--- src/rtl/uart_tx_arbiter.sv ---
// uart_tx_arbiter: round-robin arbiter sharing one UART TX serializer between NUM_REQ
// byte-stream requesters.
//
// A byte is accepted from the winning requester through a valid/ready handshake. The
// serializer's start input is then pulsed for one cycle. The arbiter holds off until the
// serializer reports done, plus GAP_CYCLES idle cycles, before it grants again.
//
// Optional feature: define UART_TX_ARB_LOCK_EN for packet lock. A requester keeps the
// grant until it sends a byte flagged with REQ_LAST_I.
//
// Ports:
//   CLK_I        clock, rising edge
//   RST_NI       asynchronous active-low reset
//   REQ_VALID_I  per-requester byte valid
//   REQ_DATA_I   per-requester byte, requester i at [8i+7:8i]
//   REQ_LAST_I   per-requester last-byte-of-packet flag (lock build only)
//   REQ_READY_O  one-hot accept, only ever set in IDLE
//   TX_START_O   one-cycle start pulse to the serializer
//   TX_DATA_O    registered byte for the serializer
//   TX_DONE_I    serializer frame-complete pulse
//   BUSY_O       high whenever the arbiter is not idle
//   GRANT_O      registered index of the last accepted requester
module uart_tx_arbiter #(
    parameter int unsigned NUM_REQ    = 3,
    parameter int unsigned GAP_CYCLES = 0,
    localparam int unsigned GW        = (NUM_REQ > 1) ? $clog2(NUM_REQ) : 1
) (
    input  logic                 CLK_I,
    input  logic                 RST_NI,
    input  logic [NUM_REQ-1:0]   REQ_VALID_I,
    input  logic [8*NUM_REQ-1:0] REQ_DATA_I,
    input  logic [NUM_REQ-1:0]   REQ_LAST_I,
    output logic [NUM_REQ-1:0]   REQ_READY_O,
    output logic                 TX_START_O,
    output logic [7:0]           TX_DATA_O,
    input  logic                 TX_DONE_I,
    output logic                 BUSY_O,
    output logic [GW-1:0]        GRANT_O
);

    typedef enum logic [1:0] {StIdle, StStart, StWait, StGap} state_e;

    state_e             state_q, state_d;
    logic [GW-1:0]      ptr_q, ptr_d;
    logic [GW-1:0]      grant_q, grant_d;
    logic [7:0]         data_q, data_d;
    logic [7:0]         gap_q, gap_d;
    logic [NUM_REQ-1:0] eligible;
    logic               found;
    logic [GW-1:0]      winner;

`ifdef UART_TX_ARB_LOCK_EN
    logic lock_q, lock_d;

    // The lock owner is always the last accepted requester, which is ptr_q.
    always_comb begin
        eligible = REQ_VALID_I;
        if (lock_q) begin
            eligible = REQ_VALID_I & (NUM_REQ'(1) << ptr_q);
        end
    end
`else
    logic unused_last;
    assign unused_last = ^REQ_LAST_I;

    always_comb begin
        eligible = REQ_VALID_I;
    end
`endif

    // First eligible requester searching upward from ptr+1 with wrap.
    always_comb begin
        logic [GW-1:0] idx;
        found  = 1'b0;
        winner = ptr_q;
        idx    = '0;
        for (int unsigned k = 1; k <= NUM_REQ; k++) begin
            idx = GW'((32'(ptr_q) + k) % NUM_REQ);
            if (!found && eligible[idx]) begin
                found  = 1'b1;
                winner = idx;
            end
        end
    end

    always_comb begin
        state_d     = state_q;
        ptr_d       = ptr_q;
        grant_d     = grant_q;
        data_d      = data_q;
        gap_d       = gap_q;
        REQ_READY_O = '0;
`ifdef UART_TX_ARB_LOCK_EN
        lock_d      = lock_q;
`endif
        unique case (state_q)
            StIdle: begin
                // Ready is gated by reset so it reads 0 while reset is held.
                if (found && RST_NI) begin
                    REQ_READY_O = NUM_REQ'(1) << winner;
                    data_d      = REQ_DATA_I[8*winner +: 8];
                    grant_d     = winner;
                    ptr_d       = winner;
`ifdef UART_TX_ARB_LOCK_EN
                    lock_d      = ~REQ_LAST_I[winner];
`endif
                    state_d     = StStart;
                end
            end
            StStart: state_d = StWait;
            StWait: begin
                if (TX_DONE_I) begin
                    if (GAP_CYCLES > 0) begin
                        state_d = StGap;
                        gap_d   = 8'(GAP_CYCLES - 1);
                    end else begin
                        state_d = StIdle;
                    end
                end
            end
            StGap: begin
                if (gap_q == 8'd0) begin
                    state_d = StIdle;
                end else begin
                    gap_d = gap_q - 8'd1;
                end
            end
            default: state_d = StIdle;
        endcase
    end

    always_ff @(posedge CLK_I or negedge RST_NI) begin
        if (!RST_NI) begin
            state_q <= StIdle;
            ptr_q   <= GW'(NUM_REQ - 1);
            grant_q <= '0;
            data_q  <= '0;
            gap_q   <= '0;
        end else begin
            state_q <= state_d;
            ptr_q   <= ptr_d;
            grant_q <= grant_d;
            data_q  <= data_d;
            gap_q   <= gap_d;
        end
    end

`ifdef UART_TX_ARB_LOCK_EN
    always_ff @(posedge CLK_I or negedge RST_NI) begin
        if (!RST_NI) begin
            lock_q <= 1'b0;
        end else begin
            lock_q <= lock_d;
        end
    end
`endif

    assign TX_START_O = (state_q == StStart);
    assign BUSY_O     = (state_q != StIdle);
    assign TX_DATA_O  = data_q;
    assign GRANT_O    = grant_q;

endmodule

--- config.mk ---
export PLATFORM = sky130hd
export DESIGN_NAME = uart_tx_arbiter
export DESIGN_NICKNAME = d
export VERILOG_FILES = /design/src/rtl/uart_tx_arbiter.sv
export SDC_FILE = /design/constraint.sdc
export NUM_CORES = 1
export LEC_CHECK = 0
export ABC_AREA = 1
export BUFFER_PORTS_ARGS = -buffer_cell sky130_fd_sc_hd__buf_2
export CORE_AREA = 4 4 59 61
export CTS_BUF_LIST = sky130_fd_sc_hd__clkbuf_2
export DETAILED_ROUTE_END_ITERATION = 7
export DIE_AREA = 0 0 63 65
export GPL_ROUTABILITY_DRIVEN = 0
export GPL_TIMING_DRIVEN = 1
export PLACE_DENSITY = 0.82
export SLEW_MARGIN = 10
export SYNTH_ARGS = -nofsm -noshare
export SYNTH_HDL_FRONTEND = slang
export SYNTH_SLANG_ARGS = --single-unit
--- constraint.sdc ---
create_clock -name CLK_I -period 3.25 [get_ports CLK_I]
set_input_delay 0.325 -clock CLK_I [delete_from_list [all_inputs] [get_ports CLK_I]]
set_output_delay 0.325 -clock CLK_I [all_outputs]
set_load 0.05 [all_outputs]
==> impl_metrics.csv <==
group,metric,value,unit
detailed_routing,drc,0,
synth,seq_area_frac_synth,0.3281,
critical_path,r2r-start,"ptr_q[0]$_DFFE_PN0P_",
synth,yosys.area.top_type_share,0.3118,
detailed_routing,first_iter_violations,96,
critical_path,crit_slowest_cell,"dfrtp_1",
layout,final_nets,301,
sta,relSlewSlack,0.7879,
clock_tree,cts_buffer_depth,2,
clock_tree,cts_max_level,1,
detailed_routing,routed_wl,3.433,mm
critical_path,crit_required,2.92,ns
clock_tree,cts_resized,0,
critical_path,path_max_fanout,9,
grt,antenna_found_initial,0,
sta,finalSetupTns,0,ns
grt,grt_max_degree,23,
place,io_buffers,44,
critical_path,slowest_delay,0.48,ns
layout,layout_commonest_cell,"nand2_1",
place,place_hpwl,2.621,mm
detailed_routing,num_vias,1465,
synth,synthDistinctLibCells,28,
layout,synthToLayoutAreaGrowth,16.37,%
grt,grt_pass1_vias,1441,
synth,synth_area_per_cell,7.501,µm²
die,ios,48,
sta,final-setup-viol-count,0,
critical_path,crit_type,"flip-flop to output port",
sta,rsz0062_at_grt,"false",
die,row_count,20,
sta,final_min_period_over_clock_period,0.8989,
sta,fin_worst_skew,0.007068,ns
die,initial_core_util,0.5391,
synth,ys_ff_latch,21,
die,core,2978,µm²
grt,grt-ovfl-total,0,
grt,grt_usage,0.1806,
sta,maxSlewViolCount,0,
synth,yosysTopAreaCell,"dfrtp_1",
detailed_routing,first_pass_iters,4,
synth,syn-num-nets,253,
clock_tree,cts_tree,"yes",
critical_path,cp-end-kind,"output port",
critical_path,path_buf_inv,3,
grt,grt_pass1_wl,5.934,mm
synth,synthTopCellsByArea,"dfrtp_1 31%, nand2_1 15%, inv_1 7.7%, nand3_2 7.5%, ha_1 4.7%",
critical_path,crit_path_start_kind,"flip-flop",
clock_tree,cts_num_sinks,21,
sta,fmax,0.3423,GHz
run_status,status,"finished, final reports clean",
synth,yosys_warnings,0,
clock_tree,cts_made_buffers,3,
sta,period_needed,2.922,ns
critical_path,crit_chain,"inv_1 > ha_1 > o21ai_0 > nand2_2 > nand3_4 > clkinv_4 > nand2_2 > nand2_4 > nor3_2 > buf_2",
layout,final_cell_mix,"63 x nand2_1, 44 x buf_2, 33 x inv_1",
min_path,hp-start,"TX_DONE_I",
detailed_routing,via_per_inst,4.983,
critical_path,cp_top_family,"simple AND/OR/NAND/NOR gates",
clock_tree,ctsRootBufferMaster,"clkbuf_2",
job,maxCapViolations,0,
min_path,hold_class,"input pin to flip-flop",
layout,final_cell_area,1868,µm²
synth,syn-instance-count,214,
detailed_routing,drtAntennaViolNets,0,
clock_tree,clkTransAtPathRegs,0.20,ns
sta,final-hold-violation-count,0,
die,die_x,63,µm
clock_tree,cts_setup_buffers,0,
die,die-height,65,µm
layout,drive_gt1_frac,0.3103,
critical_path,arrival,2.60,ns
die,dieArea,4095,µm²
clock_tree,clock_latency,0.34,ns
detailed_routing,wl_per_cell,11.68,µm
layout,diodes,0,
synth,mappedNetlistArea,1605,µm²
sta,tightest_slew,0.3174,ns
place,placed_area,1838,µm²
critical_path,crit_start,"ptr_q[0]$_DFFE_PN0P_",
critical_path,crit_top_cell,"nand2_2",
[worst paths after layout]
path	to	slack [ns]	depth (start not counted)
setup / recovery	REQ_READY_O[1]	0.33	10
hold / removal	state_q[1]$_DFFE_PN0P_	0.23	4
setup reg to reg	TX_DATA_O[4]$_DFFE_PN0P_	0.97	11
hold reg to reg	gap_q[6]$_DFFE_PN0N_	0.49	1
max in group asynchronous	ptr_q[1]$_DFFE_PN1P_	2.52	3
min in group asynchronous	gap_q[2]$_DFFE_PN0N_	0.44	3
[registers in the layout, summed over array words and instances (netlist names)]
| register | cells |
|---|---|
| gap_q | 8 |
| ptr_q | 2 |
| state_q | 2 |
| TX_DATA_O | 8 |
| GRANT_O | 1 |
[timing repair]
item,CTS,global route
hold endpoints to repair,20,0
hold buffers,1,0
endpoints found under the setup margin,0,0
[area by class of cell]
class,count,area (µm²)
multi-input cells,151,887.1
repair buffers,47,245.2
well taps,33,41.29
inverters,38,147.6
clock buffers,3,15.01
flip-flops and latches,21,526.8
clock inverters,1,5.005
fillers,278,1110
[cell usage after synthesis]
cell type,instances
a21oi_1,4
buf_12,1
buf_2,1
buf_4,1
buf_6,1
clkinv_4,1
dfrtp_1,20
dfstp_2,1
ha_1,6
inv_1,33
inv_2,4
nand2_1,63
nand2_2,6
nand2_4,3
nand3_1,14
nand3_2,12
nand3_4,2
nand3b_1,9
nand4_1,3
nor2_1,13
nor2_4,1
nor3_2,1
nor3b_1,1
nor4_1,1
o21a_1,1
o21ai_0,4
xnor2_1,1
xor2_1,6
[logic make-up after synthesis]
kind of cell	Yosys count	share of synthesized area
and+or+nand+nor	129	0.4380
buffers and inverters	42	0.1192
DFF	21	0.3281
adders and majority gates	6	0.04676
AOI/OAI and AO/OA	9	0.02962
xor gates and xnor gates	7	0.03819
[worst register-to-register path, cell delays in order (launching register included)]
cell and delay (ns):
dfrtp_1 0.48, inv_1 0.09, ha_1 0.39, o21ai_0 0.24
nand2_2 0.13, nand3_4 0.14, clkinv_4 0.08, nand2_4 0.07
nand2_4 0.14, nor2_4 0.26, nand3_1 0.14, nand2_1 0.09
[layer usage]
metal | GRT usage | wire length (µm)
met3 | 0.03986 | 218
met1 | 0.1957 | 1422
met5 | 0 | 0
met4 | 0.04959 | 43
met2 | 0.3491 | 1749
[per-stage QoR]
stage / setup slack (ns) / std cells / hold WS (ns) / utilization
4_1_cts: 0.3191 / 294 / 0.2203 / 0.6273
3_3_place_gp: 0.7519 / 289 / 0.3094 / 0.6172
6_report: 0.3285 / 294 / 0.2266 / 0.6273
2_1_floorplan: 0.6187 / 214 / 0.02941 / -
5_1_grt: 0.1171 / 294 / 0.2184 / 0.6273
3_5_place_dp: 0.7300 / 289 / 0.3158 / 0.6172
Power is not shown: default switching activity piles up to over one toggle a cycle in this logic, so the estimate is an artifact.
